$ cat src/rtl/aes_stream_pkg.sv
// rtl/aes_stream_pkg.sv - shared types and defaults for the AES byte-stream front end
package aes_stream_pkg;

  localparam int NBYTE_DEF   = 16;
  localparam int TIMEOUT_DEF = 64;
  localparam int CNT_W       = $clog2(NBYTE_DEF);
  localparam int WDOG_W      = $clog2(TIMEOUT_DEF + 1);

  typedef enum logic [1:0] {
    S_RX    = 2'd0,
    S_START = 2'd1,
    S_WAIT  = 2'd2,
    S_TX    = 2'd3
  } state_t;

endpackage

$ cat src/rtl/aes_byte_stream_if.sv
// rtl/aes_byte_stream_if.sv - byte valid/ready links between host and the AES stream block
interface aes_byte_stream_if;

  logic [7:0] i_Byte;
  logic       i_fByteValid;
  logic       o_fByteReady;
  logic [7:0] o_Byte;
  logic       o_fByteValid;
  logic       i_fByteReady;

  modport slave (
    input  i_Byte, i_fByteValid, i_fByteReady,
    output o_fByteReady, o_Byte, o_fByteValid
  );

  modport master (
    output i_Byte, i_fByteValid, i_fByteReady,
    input  o_fByteReady, o_Byte, o_fByteValid
  );

endinterface

$ cat src/rtl/aes_byte_stream_ser.sv
// rtl/aes_byte_stream_ser.sv - loads a result word and shifts it out MSB byte first
module aes_byte_ser
  import aes_stream_pkg::*;
#(
  parameter int NBYTE = NBYTE_DEF
) (
  input  logic               i_Clk,
  input  logic               i_Rst,
  input  logic               i_fLoad,
  input  logic [8*NBYTE-1:0] i_Data,
  output logic [7:0]         o_Byte,
  output logic               o_fByteValid,
  input  logic               i_fByteReady,
  output logic               o_fDone
);

  localparam int W  = 8 * NBYTE;
  localparam int CW = $clog2(NBYTE);

  logic [W-1:0]  sh_q;
  logic [CW-1:0] cnt_q;
  logic          valid_q;
  logic          xfer;

  assign xfer         = valid_q && i_fByteReady;
  assign o_fDone      = xfer && (cnt_q == CW'(NBYTE - 1));
  assign o_Byte       = sh_q[W-1 -: 8];
  assign o_fByteValid = valid_q;

  always_ff @(posedge i_Clk) begin
    if (i_Rst) begin
      sh_q    <= '0;
      cnt_q   <= '0;
      valid_q <= 1'b0;
    end else if (i_fLoad) begin
      sh_q    <= i_Data;
      cnt_q   <= '0;
      valid_q <= 1'b1;
    end else if (xfer) begin
      sh_q <= {sh_q[W-9:0], 8'h00};
      if (o_fDone) begin
        cnt_q   <= '0;
        valid_q <= 1'b0;
      end else begin
        cnt_q <= cnt_q + 1'b1;
      end
    end
  end

endmodule

$ cat src/rtl/aes_byte_stream.sv
// rtl/aes_byte_stream.sv - collects key/text frames, drives the AES core, returns the result as bytes
module aes_byte_stream
  import aes_stream_pkg::*;
#(
  parameter int NBYTE   = NBYTE_DEF,
  parameter int TIMEOUT = TIMEOUT_DEF
) (
  input  logic               i_Clk,
  input  logic               i_Rst,
  aes_byte_stream_if.slave   bs,
  input  logic               i_fKeyFrame,
  input  logic               i_fEnc,
  output logic [8*NBYTE-1:0] o_Key,
  output logic [8*NBYTE-1:0] o_Text,
  output logic               o_fEnc,
  output logic               o_fStart,
  output logic               o_fCoreRstN,
  input  logic [8*NBYTE-1:0] i_Data,
  input  logic               i_fDone,
  output logic               o_fKeyLoaded,
  output logic               o_fBusy,
  output logic               o_fErr
);

  localparam int W  = 8 * NBYTE;
  localparam int CW = $clog2(NBYTE);
  localparam int WW = $clog2(TIMEOUT + 1);

  state_t        state_q, state_d;
  logic [CW-1:0] rx_cnt;
  logic [W-9:0]  rx_buf;
  logic [W-1:0]  frame;
  logic          fr_key, fr_enc, cur_key, cur_enc;
  logic [WW-1:0] wd_cnt;
  logic [1:0]    crst_cnt;
  logic          key_loaded_q, start_q, err_q;
  logic          accept, last_byte, key_done, text_go, text_err;
  logic          timeout, done_load, ser_done;

  assign bs.o_fByteReady = (state_q == S_RX) && !i_Rst;
  assign accept    = bs.i_fByteValid && bs.o_fByteReady;
  assign last_byte = accept && (rx_cnt == CW'(NBYTE - 1));
  // Frame attributes come from the first byte; later bytes use the latched copy.
  assign cur_key   = (rx_cnt == '0) ? i_fKeyFrame : fr_key;
  assign cur_enc   = (rx_cnt == '0) ? i_fEnc      : fr_enc;
  assign frame     = {rx_buf, bs.i_Byte};
  assign key_done  = last_byte && cur_key;
  assign text_go   = last_byte && !cur_key && key_loaded_q;
  assign text_err  = last_byte && !cur_key && !key_loaded_q;
  assign done_load = (state_q == S_WAIT) && i_fDone;
  assign timeout   = (state_q == S_WAIT) && !i_fDone && (wd_cnt == WW'(TIMEOUT - 1));

  assign o_fStart     = start_q;
  assign o_fErr       = err_q;
  assign o_fKeyLoaded = key_loaded_q;
  assign o_fBusy      = (state_q != S_RX);
  assign o_fCoreRstN  = !i_Rst && (crst_cnt == 2'd0);

  always_ff @(posedge i_Clk) begin
    if (i_Rst) state_q <= S_RX;
    else       state_q <= state_d;
  end

  always_comb begin
    state_d = state_q;
    case (state_q)
      S_RX:    if (text_go) state_d = S_START;
      S_START: state_d = S_WAIT;
      S_WAIT:  if (done_load) state_d = S_TX;
               else if (timeout) state_d = S_RX;
      S_TX:    if (ser_done) state_d = S_RX;
      default: state_d = S_RX;
    endcase
  end

  always_ff @(posedge i_Clk) begin
    if (i_Rst) begin
      rx_cnt       <= '0;
      rx_buf       <= '0;
      fr_key       <= 1'b0;
      fr_enc       <= 1'b0;
      wd_cnt       <= '0;
      crst_cnt     <= 2'd0;
      key_loaded_q <= 1'b0;
      start_q      <= 1'b0;
      err_q        <= 1'b0;
      o_Key        <= '0;
      o_Text       <= '0;
      o_fEnc       <= 1'b0;
    end else begin
      start_q <= text_go;
      err_q   <= text_err || timeout;
      if (key_done || timeout)  crst_cnt <= 2'd2;
      else if (crst_cnt != 2'd0) crst_cnt <= crst_cnt - 2'd1;
      if (accept) begin
        rx_buf <= frame[W-9:0];
        rx_cnt <= (rx_cnt == CW'(NBYTE - 1)) ? '0 : rx_cnt + 1'b1;
        if (rx_cnt == '0) begin
          fr_key <= i_fKeyFrame;
          fr_enc <= i_fEnc;
        end
      end
      if (key_done) begin
        o_Key        <= frame;
        key_loaded_q <= 1'b1;
      end
      if (text_go) begin
        o_Text <= frame;
        o_fEnc <= cur_enc;
      end
      wd_cnt <= (state_q == S_WAIT) ? wd_cnt + 1'b1 : '0;
    end
  end

  aes_byte_ser #(.NBYTE(NBYTE)) u_ser (
    .i_Clk        (i_Clk),
    .i_Rst        (i_Rst),
    .i_fLoad      (done_load),
    .i_Data       (i_Data),
    .o_Byte       (bs.o_Byte),
    .o_fByteValid (bs.o_fByteValid),
    .i_fByteReady (bs.i_fByteReady),
    .o_fDone      (ser_done)
  );

endmodule
$ cat src/flat_wrapper.sv
// flat-port wrapper written by rule: the top's interface ports become plain ports
module aes_byte_stream_flat import aes_stream_pkg::*;
#(
  parameter int NBYTE   = NBYTE_DEF,
  parameter int TIMEOUT = TIMEOUT_DEF
)
  (i_Clk, i_Rst, i_fKeyFrame, i_fEnc, o_Key, o_Text, o_fEnc, o_fStart, o_fCoreRstN, i_Data, i_fDone, o_fKeyLoaded, o_fBusy, o_fErr, bs_i_Byte, bs_i_fByteValid, bs_i_fByteReady, bs_o_fByteReady, bs_o_Byte, bs_o_fByteValid);
  aes_byte_stream_if bs_i ();
  input  logic i_Clk;
  input  logic i_Rst;
  input  logic i_fKeyFrame;
  input  logic i_fEnc;
  output logic [8*NBYTE-1:0] o_Key;
  output logic [8*NBYTE-1:0] o_Text;
  output logic o_fEnc;
  output logic o_fStart;
  output logic o_fCoreRstN;
  input  logic [8*NBYTE-1:0] i_Data;
  input  logic i_fDone;
  output logic o_fKeyLoaded;
  output logic o_fBusy;
  output logic o_fErr;
  input wire logic [$bits(bs_i.i_Byte)-1:0] bs_i_Byte;
  input wire logic [$bits(bs_i.i_fByteValid)-1:0] bs_i_fByteValid;
  input wire logic [$bits(bs_i.i_fByteReady)-1:0] bs_i_fByteReady;
  output wire logic [$bits(bs_i.o_fByteReady)-1:0] bs_o_fByteReady;
  output wire logic [$bits(bs_i.o_Byte)-1:0] bs_o_Byte;
  output wire logic [$bits(bs_i.o_fByteValid)-1:0] bs_o_fByteValid;
  assign bs_i.i_Byte = bs_i_Byte;
  assign bs_i.i_fByteValid = bs_i_fByteValid;
  assign bs_i.i_fByteReady = bs_i_fByteReady;
  assign bs_o_fByteReady = bs_i.o_fByteReady;
  assign bs_o_Byte = bs_i.o_Byte;
  assign bs_o_fByteValid = bs_i.o_fByteValid;
  aes_byte_stream #(.NBYTE(NBYTE), .TIMEOUT(TIMEOUT)) u_core (.i_Clk(i_Clk), .i_Rst(i_Rst), .bs(bs_i), .i_fKeyFrame(i_fKeyFrame), .i_fEnc(i_fEnc), .o_Key(o_Key), .o_Text(o_Text), .o_fEnc(o_fEnc), .o_fStart(o_fStart), .o_fCoreRstN(o_fCoreRstN), .i_Data(i_Data), .i_fDone(i_fDone), .o_fKeyLoaded(o_fKeyLoaded), .o_fBusy(o_fBusy), .o_fErr(o_fErr));
endmodule
$ cat config.mk
export PLATFORM = sky130hd
export DESIGN_NAME = aes_byte_stream_flat
export DESIGN_NICKNAME = d
export VERILOG_FILES = /design/src/rtl/aes_stream_pkg.sv /design/src/rtl/aes_byte_stream_if.sv /design/src/rtl/aes_byte_stream_ser.sv /design/src/rtl/aes_byte_stream.sv /design/src/flat_wrapper.sv
export SDC_FILE = /design/constraint.sdc
export NUM_CORES = 1
export LEC_CHECK = 0
export CELL_PAD_IN_SITES_DETAIL_PLACEMENT = 2
export CELL_PAD_IN_SITES_GLOBAL_PLACEMENT = 2
export CORE_UTILIZATION = 35
export CTS_BUF_LIST = sky130_fd_sc_hd__clkbuf_2 sky130_fd_sc_hd__clkbuf_4 sky130_fd_sc_hd__clkbuf_8
export DETAILED_ROUTE_END_ITERATION = 16
export PLACE_DENSITY_LB_ADDON = 0.1
export SLEW_MARGIN = 20
export SYNTH_ARGS = -nofsm -noshare
export SYNTH_HDL_FRONTEND = slang
export SYNTH_HIERARCHICAL = 1
export SYNTH_SLANG_ARGS = --single-unit
$ cat constraint.sdc
create_clock -name i_Clk -period 3.7 [get_ports i_Clk]
set_input_delay 0.555 -clock i_Clk [delete_from_list [all_inputs] [get_ports i_Clk]]
set_output_delay 0.555 -clock i_Clk [all_outputs]
set_load 0.03 [all_outputs]
==> flow_summary_export.csv, run 1 <==
group,metric,value,unit
clock_network,h-tree-depth,3,
logic_synthesis,syn_inst,2379,
worst_setup_path,cp_cell_sequence,"ha_1 > and4b_1 > nand3_4 > buf_4 > buf_4 > mux2_2",
floorplanning,die_width,248,µm
routing,post-route-drc-count,0,
layout,fin_nets,2833,
routing,wl,77600,µm
pwr,powerDensity,425,nW/µm²
floorplanning,die_y,248,µm
worst_setup_path,reg2reg_slack,820,ps
routing,drt-pass1-iter-count,4,
place,gp_congestion,0.774,
floorplanning,rows,89,
worst_setup_path,worstPathArrival,3420,ps
floorplanning,die_area,61600,µm²
worst_hold_path,min_path_cells,2,
worst_setup_path,path_common_cell,"buf_4",
grt,overflow,0,
clock_network,cts-root-buf,"clkbuf_8",
timing,final.setup.tns,0,ps
logic_synthesis,yosysTopAreaCell,"dfxtp_1",
routing,routedWlPerCell,22.0,µm
place,placed_cells,3362,
outcome,run_status,"finished, final reports clean",
timing,fmax,347,MHz
worst_setup_path,crit_family,"buffers and inverters",
logic_synthesis,synth_area_per_cell,8.91,µm²
logic_synthesis,ys.flop_type,"dfxtp_1",
floorplanning,ios,415,
layout,nFillCells,6497,
logic_synthesis,synth_xor_xnor_area_share,0.00165,
clock_network,hold_buffers,0,
worst_hold_path,worst_hold_path_type,"primary input to flop",
clock_network,cts_tree,"built",
routing,ant_nets,0,
worst_setup_path,endpoint_kind,"flop",
clock_network,numCtsBuffers,95,
place,io_buffers,414,
timing,period_share,0.778,
worst_setup_path,required,4240,ps
timing,hold_viol,0,
logic_synthesis,yosys-top-cells-area,"dfxtp_1 50%, mux2i_1 6.0%, nand2b_1 5.7%, o21ai_0 4.5%, a211oi_1 4.3%",
timing,slew_viol_final,0,
grt,antenna_found_initial,1,
timing,setup_viol_count_final,0,
logic_synthesis,synth_cell_types,41,
logic_synthesis,synth_edf_count,0,
logic_synthesis,synth_compound_gate_area_share,0.148,
worst_hold_path,min_from,"i_Rst",
clock_network,cts_buffer_depth,3,
logic_synthesis,synthAdderAreaFrac,0.00236,
logic_synthesis,synth_top_area_frac,0.500,
timing,holdWs,300,ps
clock_network,clock_latency,680,ps
logic_synthesis,synthMuxAreaShare,0.0610,
grt,grt_util_all_layers,0.246,
logic_synthesis,ys_ff_latch,530,
worst_setup_path,path_max_fanout,34,
timing,finalClockSkew,29.8,ps
place,hpwl,49700,µm
floorplanning,start_util,0.357,
routing,via_count,18675,
timing,slew_headroom,0.332,
routing,viasPerCell,5.31,
routing,first_iter_violations,863,
timing,grt_setup_unrepaired,"no",
flow_run,drv_cap,0,
logic_synthesis,synth_warnings,6,
pwr,p_leak,10.0,nW
clock_network,post-cts-setup-buffer-count,0,
worst_hold_path,holdPathEnd,"u_core/o_Key[77]",
layout,drive_above_1_share,0.0725,
worst_setup_path,worst_r2r_startpoint,"u_core/rx_cnt[0]",
worst_setup_path,timing.critical_path.buf_inv,2,
timing,period_needed,2880,ps
logic_synthesis,seq_area_frac_synth,0.500,
worst_setup_path,path_class,"flop to flop",
worst_setup_path,reg2reg_depth,6,
worst_setup_path,max_stage_delay,660,ps
worst_setup_path,crit_slowest_cell,"buf_4",
pwr,ir_drop,0.220,mV
logic_synthesis,yosys.area_share.simple,0.229,
layout,syn2layout_area_growth,30.0,%
clock_network,cts.sinks,530,
worst_setup_path,start_kind,"flop",
logic_synthesis,async_flop_share,0,
layout,finalNonFillerCells,3518,
grt,grt_pass1_wl,118000,µm
logic_synthesis,syn-num-nets,2526,
clock_network,clk_pin_slew,60,ps
grt,first_global_vias,20057,
logic_synthesis,syn_area,21200,µm²
worst_setup_path,r2r_end,"u_core/o_Text[4]",
timing,worst_pin_slew,1000,ps
clock_network,post_cts_resized,0,
floorplanning,core_area,59500,µm²
grt,grt_max_degree,226,
logic_synthesis,synth_top_family_by_area,"simple AND/OR/NAND/NOR gates",
power by group:
group	internal [mW]	switching, mW	leakage, nW	total [mW]
clock	3.07	2.43	0.986	5.50
combinational	0.198	0.257	4.76	0.456
sequential	5.73	0.0229	4.27	5.75
routing by layer:
layer | vias to the layer above | part of all wire | track usage
met5 | - | 0 | 0
met4 | 0 | 0.028 | 0.0789
met3 | 129 | 0.046 | 0.0595
met2 | 347 | 0.47 | 0.402
met1 | 9352 | 0.45 | 0.317
li1 | 8847 | - | -
registers in the layout, indices dropped and copies added, names as in the netlist, 2 cells and up:
signal and flops:
u_core/crst_cnt 2, u_core/o_Text 128, u_core/u_ser/sh_q 128, u_core/rx_cnt 4
u_core/u_ser/cnt_q 4, u_core/state_q 2, u_core/rx_buf 120, u_core/wd_cnt 7
u_core/o_Key 128
worst register-to-register path: stages (launching register included):
cell and delay (ps):
dfxtp_1 350, ha_1 300, and4b_1 320, nand3_4 140
buf_4 560, buf_4 680, mux2_2 430
final cells by class:
cell class                      instances  area [µm²]  area share
Antenna cell                            2        5.00    0.000182
Clock buffer                          148        1820      0.0660
Clock inverter                          6        37.5     0.00136
Inverter                               68         258     0.00935
Multi-Input combinational cell       1546        9380       0.340
Sequential cell                       530       10600       0.385
Tap cell                              773         967      0.0351
Timing Repair Buffer                  445        4480       0.162
synth_stat cells, types with 4 or more instances:
| library cell | instances |
|---|---|
| nand4_1 | 4 |
| dfxtp_1 | 530 |
| buf_4 | 13 |
| a21oi_1 | 149 |
| a211oi_1 | 121 |
| mux2i_1 | 128 |
| and3_1 | 120 |
| nand3_1 | 141 |
| nand2b_1 | 193 |
| nand3b_1 | 9 |
| ha_1 | 4 |
| o21ai_0 | 189 |
| buf_2 | 40 |
| inv_1 | 67 |
| or3_1 | 4 |
| nor2_1 | 12 |
| clkbuf_1 | 172 |
| nor2b_1 | 122 |
| buf_1 | 10 |
| o31ai_1 | 64 |
| nand2_1 | 139 |
| nor3_1 | 121 |
worst max-delay path by stage:
stage	start	depth (start not counted)	slack, ps	end
6_report	u_core/rx_cnt[0]	6	820	u_core/o_Text[4]
5_1_grt	u_core/rx_cnt[0]	6	680	u_core/o_Text[4]
4_1_cts	u_core/rx_cnt[0]	6	780	u_core/o_Text[4]
3_5_place_dp	bs_i_fByteValid	6	640	u_core/o_Text[4]
3_3_place_gp	bs_i_fByteValid	6	650	u_core/o_Text[4]
2_1_floorplan	i_Rst	5	1250	o_fCoreRstN
cell families after synthesis:
logic type | count (synthesis)
AOI/OAI and AO/OA | 530
xor gates and xnor gates | 4
adders and majority gates | 4
buffers and inverters | 303
DFF | 530
muxes | 129
and+or+nand+nor | 879
placed cells by master, fill, tap and decap left out, types with 3 or more instances in the layout:
cell type	netlist	layout
buf_12	0	8
inv_1	67	67
mux2i_1	128	128
o21ai_0	189	189
clkbuf_4	0	35
and3_1	120	120
nor2b_1	122	122
clkdlybuf4s50_1	0	412
nor3_1	121	121
a31oi_1	3	3
nand2b_1	193	193
a21oi_1	149	149
xor2_1	3	3
or3_1	4	4
nand4_1	4	4
clkinvlp_4	0	3
nor2_1	12	12
o31ai_1	64	64
a211oi_1	121	121
clkbuf_8	0	113
dfxtp_1	530	529
nand2_1	139	139
clkinv_2	0	3
ha_1	4	4
buf_4	13	23
nand3b_1	9	9
nand3_1	141	140
stage by stage:
step | setup WS (ps) | utilization | power [mW] | cell area (µm²)
finish | 821 | 0.463 | 11.7 | 27600
CTS | 781 | 0.463 | 11.9 | 27600
detailed placement | 643 | 0.432 | 6.33 | 25700
global placement | 651 | 0.432 | 6.32 | 25700
floorplan | 1250 | - | 6.08 | 21200
global route | 685 | 0.463 | 12.2 | 27600
Note: power is estimated with default switching activity, not from simulation.
==> inputs of run 2 (changes only) <==
--- a/config.mk
+++ b/config.mk
@@ -7,7 +7,7 @@
 export LEC_CHECK = 0
 export CELL_PAD_IN_SITES_DETAIL_PLACEMENT = 2
 export CELL_PAD_IN_SITES_GLOBAL_PLACEMENT = 2
-export CORE_UTILIZATION = 35
+export CORE_UTILIZATION = 29
 export CTS_BUF_LIST = sky130_fd_sc_hd__clkbuf_2 sky130_fd_sc_hd__clkbuf_4 sky130_fd_sc_hd__clkbuf_8
 export DETAILED_ROUTE_END_ITERATION = 16
 export PLACE_DENSITY_LB_ADDON = 0.1
==> constraint.sdc (replaced) <==
create_clock -name i_Clk -period 2.6 [get_ports i_Clk]
set_input_delay 0.39 -clock i_Clk [delete_from_list [all_inputs] [get_ports i_Clk]]
set_output_delay 0.39 -clock i_Clk [all_outputs]
set_load 0.03 [all_outputs]
==> flow_summary_export.csv, run 2 (synthesis results as in run 1) <==
group,metric,value,unit
layout,layout_common_cells,"529 x dfxtp_1, 410 x clkdlybuf4s50_1, 193 x nand2b_1",
layout,largest_registers,"u_core/o_Key x128, u_core/o_Text x128, u_core/u_ser/sh_q x128",
routing,routedWlPerCell,21.4,µm
layout,drive_above_1_share,0.0832,
grt,first_global_vias,20318,
clock_network,cts_tree,"built",
place,hpwl,52600,µm
worst_hold_path,worst_hold_path_type,"primary input to flop",
routing,post-route-drc-count,0,
pwr,p_clk_frac,0.490,
timing,slew_headroom,0.453,
worst_setup_path,required,2210,ps
floorplanning,ios,415,
flow_run,drv_cap,0,
worst_hold_path,min_path_cells,3,
timing,period_needed,2440,ps
clock_network,cts-root-buf,"clkbuf_8",
worst_setup_path,crit_family,"buffers and inverters",
grt,grt_max_degree,136,
clock_network,clock_latency,680,ps
worst_setup_path,start_kind,"flop",
timing,fmax,409,MHz
place,io_buffers,414,
worst_setup_path,crit_slowest_cell,"clkdlybuf4s50_1",
floorplanning,die_width,272,µm
grt,overflow,0,
grt,grt_util_all_layers,0.210,
pwr,p_leak,10.3,nW
timing,timing.final.ws_setup,156,ps
pwr,swShare,0.233,
worst_setup_path,path_max_fanout,7,
layout,fin_nets,2848,
worst_setup_path,reg2reg_depth,5,
clock_network,cts_buffer_depth,3,
timing,setup_viol_count_final,0,
place,gp_congestion,0.756,
pwr,switchingPower,4.06,mW
timing,finalClockSkew,24.4,ps
floorplanning,die_area,74200,µm²
floorplanning,core_area,71900,µm²
outcome,run_status,"finished, final reports clean",
pwr,powerDensity,615,nW/µm²
routing,via_count,18561,
layout,final_common_cell,"dfxtp_1",
floorplanning,start_util,0.295,
routing,ant_nets,0,
worst_setup_path,reg2reg_slack,360,ps
routing,first_iter_violations,965,
worst_setup_path,path_class,"flop to primary output",
grt,grt_pass1_wl,123000,µm
clock_network,numCtsBuffers,97,
timing,grt_setup_unrepaired,"no",
timing,hold_viol,0,
worst_setup_path,max_stage_delay,670,ps
clock_network,cts.sinks,530,
worst_setup_path,endpoint_kind,"primary output",
floorplanning,rows,98,
pwr,ir_drop,0.325,mV
layout,nFillCells,7773,
clock_network,h-tree-depth,3,
routing,wl,79700,µm
timing,slew_viol_final,0,
pwr,combPwrFrac,0.040,
pwr,seqPwrFrac,0.471,
floorplanning,die_y,272,µm
routing,drt-pass1-iter-count,5,
worst_setup_path,timing.critical_path.buf_inv,1,
pwr,intPower,13.3,mW
timing,worst_pin_slew,820,ps
grt,antenna_found_initial,1,
worst_setup_path,cp_cell_sequence,"or2_2 > clkdlybuf4s50_1",
worst_setup_path,worstSetupPathDepth,2,
timing,period_share,0.940,
layout,syn2layout_area_growth,33.4,%
clock_network,clk_pin_slew,60,ps
place,dp_slack,187,ps
routing,viasPerCell,4.98,
timing,final.setup.tns,0,ps
worst_setup_path,worstPathArrival,2050,ps
[run 2: power by group through the flow]
stage          Sequential (mW)  Combinational (mW)  Clock [mW]
6_report                  8.18               0.691        8.52
5_1_grt                   8.18               0.742        9.21
4_1_cts                   8.18               0.706        8.86
3_5_place_dp              8.36               0.702           0
3_3_place_gp              8.36               0.694           0
2_1_floorplan             8.35               0.307           0
[run 2: cell type report]
cell class	instances	area, µm²	area share
sequential	530	10600	0.375
multi-input combinational	1546	9380	0.332
timing repair buffer	458	4760	0.168
clock buffer	161	1980	0.0699
tap	950	1190	0.0420
inverter	68	258	0.00911
clock inverter	12	105	0.00372
antenna	2	5.00	0.000177
[run 2: metrics by stage]
| stage | cell area (µm²) | utilization | hold slack (ps) | total power, mW | cells |
|---|---|---|---|---|---|
| after floorplan | 21200 | - | 418 | 8.65 | 2379 |
| after global placement | 26200 | 0.365 | 432 | 9.05 | 3551 |
| final | 28300 | 0.394 | 283 | 17.4 | 3727 |
| after detailed placement | 26200 | 0.365 | 463 | 9.06 | 3551 |
| after global routing | 28300 | 0.394 | 252 | 18.1 | 3727 |
| after CTS | 28300 | 0.394 | 210 | 17.7 | 3725 |
[run 2: what timing repair did]
action                                 4_1_cts  5_1_grt
setup buffers                                0        0
hold buffers                                 1        0
endpoints found under the hold margin        1        0
gates resized for setup                      1        0
setup endpoints to repair                    1        0
[run 2: path summary, 6_finish.rpt]
check                                        start                   end
worst max-delay path             u_core/state_q[0]               o_fBusy
worst min-delay path                     i_Data[7]  u_core/u_ser/sh_q[7]
worst max register to register    u_core/rx_cnt[0]      u_core/o_Text[4]
worst min register to register  u_core/o_Text[126]    u_core/o_Text[126]
[run 2: per-layer routing]
| layer | up-vias | wire (µm) | global-route usage |
|---|---|---|---|
| met5 | - | 0 | 0 |
| met4 | 0 | 1490 | 0.0590 |
| met3 | 95 | 3240 | 0.0400 |
| met2 | 319 | 38500 | 0.354 |
| met1 | 9248 | 36500 | 0.273 |
| li1 | 8899 | - | - |
[run 2: worst min-delay path: cells and delay by family]
family	cells	cell delay, ps
compound gates	1	50
buf+inv	1	400
simple gates	1	70
